### src/rtl/wide_add_pkg.sv
// Shared definitions for the sequential wide adder: FSM state encoding and default sizing.
package wide_add_pkg;

  localparam int W_DEF  = 20;
  localparam int NS_DEF = 4;
  localparam int CW_DEF = 3;

  typedef enum logic [1:0] {
    IDLE = 2'd0,
    RUN  = 2'd1,
    DONE = 2'd2
  } state_t;

endpackage

### src/rtl/wide_add_seq_add_slice.sv
// Combinational W-bit adder slice with carry in and carry out.
module add_slice #(
  parameter int W = 20
) (
  input  logic [W-1:0] x,
  input  logic [W-1:0] y,
  input  logic         cin,
  output logic [W-1:0] sum,
  output logic         cout
);

  logic [W:0] full;

  // Zero-extend by one bit so the MSB of the result is the carry.
  assign full = {1'b0, x} + {1'b0, y} + {{W{1'b0}}, cin};
  assign sum  = full[W-1:0];
  assign cout = full[W];

endmodule

### src/rtl/wide_add_seq.sv
// Multi-cycle (W*NS)-bit adder that sequences one add_slice LSB-first with a registered carry.
// Optional subtract mode (extra port sub) is enabled by defining WIDE_ADD_SEQ_SUB_EN.
module wide_add_seq
  import wide_add_pkg::*;
#(
  parameter int W  = W_DEF,
  parameter int NS = NS_DEF,
  parameter int CW = CW_DEF
) (
  input  logic            clk,
  input  logic            rst,
  input  logic            in_valid,
  output logic            in_ready,
  input  logic [W*NS-1:0] a,
  input  logic [W*NS-1:0] b,
`ifdef WIDE_ADD_SEQ_SUB_EN
  input  logic            sub,
`endif
  input  logic            ci,
  output logic            out_valid,
  input  logic            out_ready,
  output logic [W*NS-1:0] s,
  output logic            co
);

  localparam int TW = W * NS;
  localparam int NE = 1 << CW;

  state_t          state_reg;
  logic [CW-1:0]   cnt_reg;
  logic            carry_reg;
  logic [TW-1:0]   a_reg;
  logic [TW-1:0]   b_reg;

  logic [W-1:0]    a_sl [NE];
  logic [W-1:0]    b_sl [NE];
  logic [W-1:0]    slice_x;
  logic [W-1:0]    slice_y;
  logic [W-1:0]    slice_sum;
  logic            slice_cout;

  logic [TW-1:0]   b_load;
  logic            carry_load;

  // Slice views sized to the full counter range so any counter value indexes safely.
  genvar gi;
  generate
    for (gi = 0; gi < NE; gi++) begin : g_slice_view
      if (gi < NS) begin : g_used
        assign a_sl[gi] = a_reg[gi*W +: W];
        assign b_sl[gi] = b_reg[gi*W +: W];
      end else begin : g_unused
        assign a_sl[gi] = '0;
        assign b_sl[gi] = '0;
      end
    end
  endgenerate

  assign slice_x = a_sl[cnt_reg];
  assign slice_y = b_sl[cnt_reg];

  add_slice #(.W(W)) u_slice (
    .x    (slice_x),
    .y    (slice_y),
    .cin  (carry_reg),
    .sum  (slice_sum),
    .cout (slice_cout)
  );

`ifdef WIDE_ADD_SEQ_SUB_EN
  // Subtract as a + ~b + 1; the final carry then reads as "no borrow".
  assign b_load     = sub ? ~b : b;
  assign carry_load = sub ? 1'b1 : ci;
`else
  assign b_load     = b;
  assign carry_load = ci;
`endif

  always_ff @(posedge clk or posedge rst) begin
    if (rst) begin
      state_reg <= IDLE;
      cnt_reg   <= '0;
      carry_reg <= 1'b0;
      a_reg     <= '0;
      b_reg     <= '0;
      s         <= '0;
      co        <= 1'b0;
      in_ready  <= 1'b1;
      out_valid <= 1'b0;
    end else begin
      case (state_reg)
        IDLE: begin
          if (in_valid) begin
            a_reg     <= a;
            b_reg     <= b_load;
            carry_reg <= carry_load;
            cnt_reg   <= '0;
            s         <= '0;
            co        <= 1'b0;
            in_ready  <= 1'b0;
            state_reg <= RUN;
          end
        end
        RUN: begin
          for (int k = 0; k < NS; k++) begin
            if (cnt_reg == CW'(k)) begin
              s[k*W +: W] <= slice_sum;
            end
          end
          carry_reg <= slice_cout;
          cnt_reg   <= cnt_reg + 1'b1;
          if (cnt_reg == CW'(NS - 1)) begin
            co        <= slice_cout;
            out_valid <= 1'b1;
            state_reg <= DONE;
          end
        end
        DONE: begin
          if (out_ready) begin
            out_valid <= 1'b0;
            in_ready  <= 1'b1;
            state_reg <= IDLE;
          end
        end
        default: begin
          out_valid <= 1'b0;
          in_ready  <= 1'b1;
          state_reg <= IDLE;
        end
      endcase
    end
  end

endmodule

### config.mk
export PLATFORM = sky130hd
export DESIGN_NAME = wide_add_seq
export DESIGN_NICKNAME = d
export VERILOG_FILES = /design/src/rtl/wide_add_pkg.sv /design/src/rtl/wide_add_seq_add_slice.sv /design/src/rtl/wide_add_seq.sv
export SDC_FILE = /design/constraint.sdc
export NUM_CORES = 1
export LEC_CHECK = 0
export BUFFER_PORTS_ARGS = -buffer_cell sky130_fd_sc_hd__buf_2
export CAP_MARGIN = 0
export CORE_UTILIZATION = 55
export DETAILED_ROUTE_END_ITERATION = 7
export HOLD_SLACK_MARGIN = 0.15
export PLACE_DENSITY = 0.79
export SYNTH_ARGS = -nofsm -noshare
export SYNTH_HDL_FRONTEND = slang
export SYNTH_SLANG_ARGS = --single-unit
### constraint.sdc
create_clock -name clk -period 11.32 [get_ports clk]
set_input_delay 1.698 -clock clk [delete_from_list [all_inputs] [get_ports clk]]
set_output_delay 1.698 -clock clk [all_outputs]
set_load 0.02 [all_outputs]
=== After elaboration in Yosys (flattened, before gate mapping) ===
Cells that the tools add are included.

* Register bits: 249
* Bits of input ports: 165
* Output and inout port bits: 83

* Add/subtract/negate cells: 3
* $lt $le $gt $ge: 1
* Reduce and logical (&&, ||, !) cells: 12
* Bitwise operators: 3
* Equal/unequal tests: 11
* Multiplexer cells: 28

{| class="wikitable"
|+ Operator list
! kind !! count
|-
| 20-bit 2-to-1 mux || 8
|-
| 80-bit case mux with 2 select lines || 1
|-
| 20-bit binary-select mux with 3-bit select || 2
|-
| 80-bit 2-to-1 mux || 1
|-
| 20-bit by 20-bit adder with 21-bit output || 1
|-
| 21-bit by 1-bit adder with 21-bit output || 1
|-
| 3-bit AND reduction || 7
|-
| 2-bit != test, second input constant || 6
|-
| 3-bit by 2-bit equality test with 1-bit output, second input constant || 2
|-
| 1-bit 2-to-1 mux || 6
|-
| 2-bit 2-to-1 mux || 3
|-
| 1-bit case mux with 3 select lines || 2
|-
| 2-bit case mux with 3 select lines || 1
|-
| 3-bit case mux with 2 select lines || 1
|-
| 4-bit >= comparator, second input constant || 1
|-
| 3-bit NOT with 4-bit output || 1
|-
| 1-bit case mux with 2 select lines || 2
|-
| 2-bit AND reduction || 2
|-
| 3-bit by 1-bit adder with 3-bit output, second input constant || 1
|-
| 3-bit by 1-bit equality test with 1-bit output, second input constant || 1
|-
| 3-bit zero test || 1
|-
| 3-bit 2-to-1 mux || 1
|-
| 2-bit by 1-bit equality test with 1-bit output, second input constant || 1
|-
| 2-bit equality test, second input constant || 1
|-
| other kinds (3) || 4
|}

=== Longest topological paths before layout ===
Gate-level depths: netlist of run 1.

* Depth after elaboration: 8
* Gate-level depth with buffers: 12

=== Hierarchy ===
From an unflattened synthesis of run 1, not the netlist that was laid out.

* Cell total of the unflattened synthesis: 818
* Area total of the unflattened synthesis: 11747.5 sq um

{| class="wikitable"
|+ Modules (own cells, without submodules)
! module !! cells each !! times used !! area each (sq um)
|-
| wide_add_seq || 696 || 1 || 10811.6
|-
| add_slice || 122 || 1 || 935.9
|}

=== Least setup slack after synthesis of run 1 ===
Ideal clock, no wire load.

* Kind: register -> register
* Start point: register cnt_reg[0]
* End point: register s[72]
* Data arrival time: 3.626 ns
* Required time: 11.251 ns
* Cell stages (with the launch flop): 13
* Buffers on the path: 2
* Setup time: 0.069 ns
* Setup slack: 7.625 ns
* Path through: dfrtp_1 -> clkbuf_1 -> buf_2 -> mux4_2 -> and2_1 -> fa_1 -> fa_1 -> a21oi_1 -> o211ai_1 -> nand2_1 -> o22ai_1 -> or4_1 -> nand3_1

* Longest elaborated chain between the ends: 8
* Elaborated cells on any way between the ends: 14
* Those cells by class: add/sub (2); eq/ne (2); mux (8); bitwise (1); reduce/logical (1)

{| class="wikitable"
|+ Ends and longest elaborated chain
! item !! line !! text
|-
| start: declaration || wide_add_seq.sv:30 || <nowiki>logic [CW-1:0] cnt_reg;</nowiki>
|-
| start signal: assignment || wide_add_seq.sv:111 || <nowiki>cnt_reg <= cnt_reg + 1'b1;</nowiki>
|-
| 3-bit NOT with 4-bit output (not written as such) || wide_add_seq.sv:59, wide_add_seq.sv:60 ||
|-
| 20-bit binary-select mux with 3-bit select (on tied branches) || wide_add_seq.sv:59, wide_add_seq.sv:60 ||
|-
| 20-bit 2-to-1 mux (on tied branches) (2 in a row) || wide_add_seq.sv:59, wide_add_seq.sv:60 ||
|-
| 20-bit by 20-bit adder with 21-bit output || wide_add_seq_add_slice.sv:15 || <nowiki>assign full = {1'b0, x} + {1'b0, y} + {{W{1'b0}}, cin};</nowiki>
|-
| 21-bit by 1-bit adder with 21-bit output || wide_add_seq_add_slice.sv:15 ||
|-
| 20-bit 2-to-1 mux || wide_add_seq.sv:106 || <nowiki>if (cnt_reg == CW'(k)) begin</nowiki>
|-
| 80-bit case mux with 2 select lines || wide_add_seq.sv:91 || <nowiki>case (state_reg)</nowiki>
|-
| end signal: indexed assignment || wide_add_seq.sv:107 || <nowiki>s[k*W +: W] <= slice_sum;</nowiki>
|-
| end: declaration || wide_add_seq.sv:22 || <nowiki>output logic [W*NS-1:0] s,</nowiki>
|}

Parallel ways exist; a longest one is shown, timed or not. The select of a mux whose other input is x is not followed.
A chain may end at the register's enable or synchronous reset.

=== Worst setup path in the final report of run 1 ===
* Start point: register cnt_reg[0]
* End point: register s[26]

The elaborated chain is that of the path after synthesis.

==> results_dict.tcl, run 1 <==
set metrics [dict create \
    status "complete, no violations" \
    crit_arrival_ns 4.83 \
    fp-row-count 53 \
    setup_ws_ns 6.88 \
    hold_depth 2 \
    postRouteAntennaNets 0 \
    nets 1662 \
    fp.dieW_um 148 \
    yosysSeqAreaShare 0.529 \
    synth-simple-area-share 0.237 \
    clk_pin_slew_ns 0.06 \
    drt_iter0_markers 701 \
    min_period_ns 4.44 \
    whs_endpoint "b_reg[50]" \
    ir_drop_v 0.000165 \
    clock-sinks 249 \
    synth_compound_area_frac 0.0883 \
    synth_mux_area_frac 0.0798 \
    final_area_um2 14100 \
    drv_slew 0 \
    hold_class "register to register" \
    pin_count 248 \
    cts_root_buf "clkbuf_16" \
    route.detailed.drc 0 \
    holdBufCountCts 0 \
    cap_violations 0 \
    tritoncts.num_buffers 26 \
    hp-start "b_reg[50]" \
    final-hold-violation-count 0 \
    synth_warnings 0 \
    p_per_area_nw_per_um2 361 \
    cpMaxStageDelayCell "nor3_1" \
    dp_hpwl_um 20400 \
    vias_per_cell 5.47 \
    grt_overflow 0 \
    critPathLaunchType "register" \
    grt_pass1_wl_um 48300 \
    setup_viol 0 \
    timing.slew.headroom 0.270 \
    critical_path_class "register to register" \
    synthAdderAreaFrac 0.0289 \
    synth_top_area_share 0.526 \
    synth_common_cells "nand2_1, dfrtp_1, o21ai_0" \
    synth_area_leaders "dfrtp_1, nand2_1, mux4_2" \
    syn_area_per_cell_um2 9.34 \
    yosysUniqueCellTypes 57 \
    first_pass_iters 5 \
    tns_ns 0 \
    finClkSkew_ns 0.0237 \
    grt_max_degree 101 \
    flow.area_growth_from_synthesis_pct 19.7 \
    yosys.area.top_type "dfrtp_1" \
    first_global_vias 9283 \
    rr_startpoint "cnt_reg[0]" \
    drt-wirelength-per-cell_um 16.9 \
    synth_top_family_by_area "simple AND/OR/NAND/NOR gates" \
    totalWireLength_um 29800 \
    end_kind "register" \
    cp_max_fo 45 \
    synth_cells 1262 \
    max_stage_delay_ns 0.69 \
    cts_tree "built" \
    placed_cell_area_um2 13200 \
    core_region_area_um2 21000 \
    synth-edff-count 0 \
    synth_xor_area_frac 0.00817 \
    fin_crit_sh 0.393 \
    htreeDepth 1 \
    die_h_um 148 \
    cp.required_ns 11.70 \
    start_util 0.561 \
    gp_congestion 0.912 \
    drive_gt1_frac 0.244 \
    num_vias 9672 \
    rsz0062_at_grt "no" \
    synthMostInstantiatedCell "nand2_1" \
    leakage_uw 0.00736 \
    cts_setup_buffers 0 \
    synth_fp_nets 1453 \
    reg2reg_slack_ns 6.88 \
    preCtsSetupSlack_ns 6.68 \
    ys_ff_latch 249 \
    ff2ff_path_depth 11 \
    cts_resized 0 \
    worst_pin_slew_ns 1.10 \
    insertion_delay_ns 0.54 \
    clockBufferDepth 3 \
    reg2reg_to "s[26]" \
    grt_usage 0.279 \
    fmax_mhz 225 \
    synth_flop_cell "dfrtp_1" \
    io_buffers 247 \
    syn-cell-area_um2 11800 \
    whs_ns 0.469 \
    crit_chain "buf_4, mux4_2, and2_1, fa_1, fa_1, a21oi_1, o21bai_1, a21oi_1, nor4b_1, nor3_1, o21ai_0" \
    synthArstFlopShare 1.00 \
    die_area_um2 22000 \
    antenna_found_initial 0 \
]
## worst max path at each step
stage / from / endpoint / slack (ns)
finish: cnt_reg[0] / s[26] / 6.88
global route: cnt_reg[0] / s[26] / 6.59
CTS: cnt_reg[0] / s[26] / 6.87
detailed placement: in_valid / s[6] / 6.68
global placement: in_valid / s[6] / 6.74
floorplan: rst / a_reg[0] / 2.78
## placed cells by master (no fill, tap or decap), types with 3 or more instances in the layout
cell        instances
clkbuf_16          27
nand2b_1            5
a31oi_1             9
dfrtp_1           246
nand2_1           562
o22ai_1             3
inv_1              10
buf_4              11
a21oi_2             5
a21oi_1            28
nor3_1              5
nand3_1            20
clkinvlp_4          3
clkbuf_8            9
o21bai_1            4
o21ai_0            66
nor2_1             27
xnor2_1             7
ha_1               24
a22o_1              5
bufinv_16           3
nor2b_1             7
mux2i_1             4
and3_1              4
clkinv_2            5
and2_1             41
o211ai_1            6
buf_2             247
xor2_1              4
o31ai_1             8
a21o_1              5
mux4_2             40
## cell families (layout without fill, tap and decap cells)
family / Yosys count / in the layout
XOR/XNOR: 11 / 11
AND/OR/NAND/NOR: 684 / 684
multiplexers: 44 / 44
buffers and inverters: 88 / 317
flip-flops: 249 / 249
AO/OA/AOI/OAI: 160 / 160
adder cells (fa/ha/maj): 26 / 26
other: 0 / 1
## stage by stage
stage	instances	total power [µW]	util
floorplan	1262	3410	-
global placement	1718	4090	0.627
detailed placement	1718	4160	0.627
CTS	1766	5100	0.671
global route	1766	5480	0.671
finish	1767	5090	0.672
## where the power goes
part | switching (µW) | internal [µW] | total [µW]
clock | 353 | 561 | 914
combinational | 1670 | 1000 | 2670
sequential | 217 | 1290 | 1510
## layout make-up
cell class                 count  area, µm²
clock buffer                  37        803
clock inverter                11        138
antenna                        1       2.50
sequential                   249       6230
fill                        1694       6900
multi-input combinational    925       5230
inverter                      11       48.8
timing repair buffer         258       1320
tap                          275        344
## metal layers
| layer | vias up | track usage | share of wire |
|---|---|---|---|
| met2 | 399 | 0.424 | 0.46 |
| met4 | 0 | 0.0768 | 0.021 |
| li1 | 4589 | - | - |
| met5 | - | 0 | 0 |
| met1 | 4634 | 0.422 | 0.45 |
| met3 | 50 | 0.0365 | 0.069 |
## critical path: cells and delay by family, from the launching register on
| kind | cells | cell delay, ns |
|---|---|---|
| flops | 1 | 0.34 |
| mux | 1 | 0.61 |
| buf+inv | 1 | 0.65 |
| fa+ha+maj | 2 | 0.89 |
| simple gates | 3 | 0.97 |
| compound gates | 4 | 0.75 |
(Power assumes the default switching activity.)
==> run 2: changes to the inputs <==
- clock period: 11.32 -> 4.3 ns (I/O delays scaled with it)
==> results_dict.tcl, run 2 (synthesis gave the netlist of run 1 again) <==
set metrics [dict create \
    tns_ns 0 \
    clock-sinks 249 \
    io_buffers 247 \
    crit_arrival_ns 4.17 \
    drt_iter0_markers 757 \
    crit_chain "buf_12, mux4_2, and2_1, ha_1, a2111oi_4, o21ai_2, a21oi_1, o41ai_1, nor3_1, o21ai_0" \
    final_area_um2 14100 \
    cp.required_ns 4.69 \
    cts_resized 0 \
    p_per_area_nw_per_um2 941 \
    totalWireLength_um 29700 \
    clockBufferDepth 3 \
    cts_root_buf "clkbuf_16" \
    hold_class "input port to asynchronous set/reset pin" \
    cts_setup_buffers 0 \
    p_total_uw 13300 \
    fp.dieW_um 148 \
    ir_drop_v 0.000495 \
    diodes 0 \
    setup_viol 0 \
    die_area_um2 22000 \
    flow.area_growth_from_synthesis_pct 19.5 \
    fp-row-count 53 \
    cpMaxStageDelayCell "dfrtp_2" \
    rsz0062_at_grt "no" \
    grt_max_degree 112 \
    drive_gt1_frac 0.242 \
    pin_count 248 \
    min_period_ns 3.78 \
    critical_path_class "register to register" \
    grt_pass1_wl_um 47600 \
    antenna_found_initial 0 \
    insertion_delay_ns 0.53 \
    vias_per_cell 5.49 \
    tritoncts.num_buffers 26 \
    num_vias 9719 \
    leakage_uw 0.00735 \
    htreeDepth 1 \
    worst_pin_slew_ns 1.15 \
    status "complete, no violations" \
    preCtsSetupSlack_ns 0.554 \
    cp_top_family "compound AO/OA/AOI/OAI gates" \
    first_global_vias 9030 \
    gp_congestion 0.862 \
    die_h_um 148 \
    max_stage_delay_ns 0.58 \
    finClkSkew_ns 0.0152 \
    nets 1667 \
    cp_max_fo 33 \
    grt_usage 0.276 \
    mostFrequentLayoutCell "nand2_1" \
    core_region_area_um2 21000 \
    critPathLaunchType "register" \
    first_pass_iters 5 \
    cts_tree "built" \
    path_buf_inv 1 \
    clk_pin_slew_ns 0.06 \
    holdBufCountCts 0 \
    start_util 0.561 \
    postRouteAntennaNets 0 \
    final_cell_mix "nand2_1, buf_2, dfrtp_1, o21ai_0, and2_1" \
    fmax_mhz 264 \
    end_kind "register" \
    drv_slew 0 \
    timing.slew.headroom 0.233 \
    grt_overflow 0 \
    placed_cell_area_um2 13200 \
    cap_violations 0 \
    final-hold-violation-count 0 \
    dp_hpwl_um 21000 \
    drt-wirelength-per-cell_um 16.8 \
    fin_crit_sh 0.880 \
    setup_ws_ns 0.517 \
    route.detailed.drc 0 \
]
## run 2: cell types whose count changed in the layout (fill, tap and decap cells not counted), moves of 2 or more
cell	previous run	this run
clkbuf_8	9	5
bufinv_16	3	1
buf_4	11	13
buf_12	0	3
clkinv_4	0	2
clkbuf_1	1	8
## run 2: final timing paths
check / from / end / slack [ns] / cells past startpoint
setup / recovery: cnt_reg[0] / s[37] / 0.52 / 10
hold / removal: rst / b_reg[17] / 0.30 / 3
setup reg to reg: cnt_reg[0] / s[37] / 0.52 / 10
hold reg to reg: b_reg[66] / b_reg[66] / 0.47 / 2
max in group asynchronous: rst / b_reg[11] / 3.54 / 3
min in group clk: b[73] / b_reg[73] / 0.30 / 3
## run 2: where the power goes
group          switching (µW)  internal (µW)  total [µW]
Combinational            4280           2690        6980
Clock                     913           1300        2210
Sequential                669           3400        4070
Total                    5860           7390       13300
## run 2: final cells by class
cell class / instances / area, µm²
Multi-Input combinational cell: 925 / 5230
Inverter: 11 / 45.0
Clock inverter: 8 / 75.1
Tap cell: 275 / 344
Timing Repair Buffer: 263 / 1390
Sequential cell: 249 / 6230
Clock buffer: 40 / 774
Fill cell: 1676 / 6930
## run 2: metal layers
layer / global-route usage / wire (µm) / up-vias
li1: - / - / 4601
met1: 0.409 / 13300 / 4651
met2: 0.418 / 13400 / 414
met3: 0.0537 / 2340 / 53
met4: 0.0773 / 701 / 0
met5: 0 / 0 / -
## run 2: worst reg2reg max path: cells and delay by family, from the launching register on
kind	cells	cell delay [ns]
buffers and inverters	1	0.32
muxes	1	0.57
adders and majority gates	1	0.41
DFF	1	0.58
AOI/OAI and AO/OA	5	1.13
and+or+nand+nor	2	0.64
## run 2: stage by stage
step	cells	hold WS (ns)	util
after CTS	1771	0.288	0.670
after detailed placement	1723	0.457	0.630
final	1771	0.298	0.670
after floorplan	1262	0.440	-
after global placement	1723	0.453	0.630
after global routing	1771	0.301	0.670
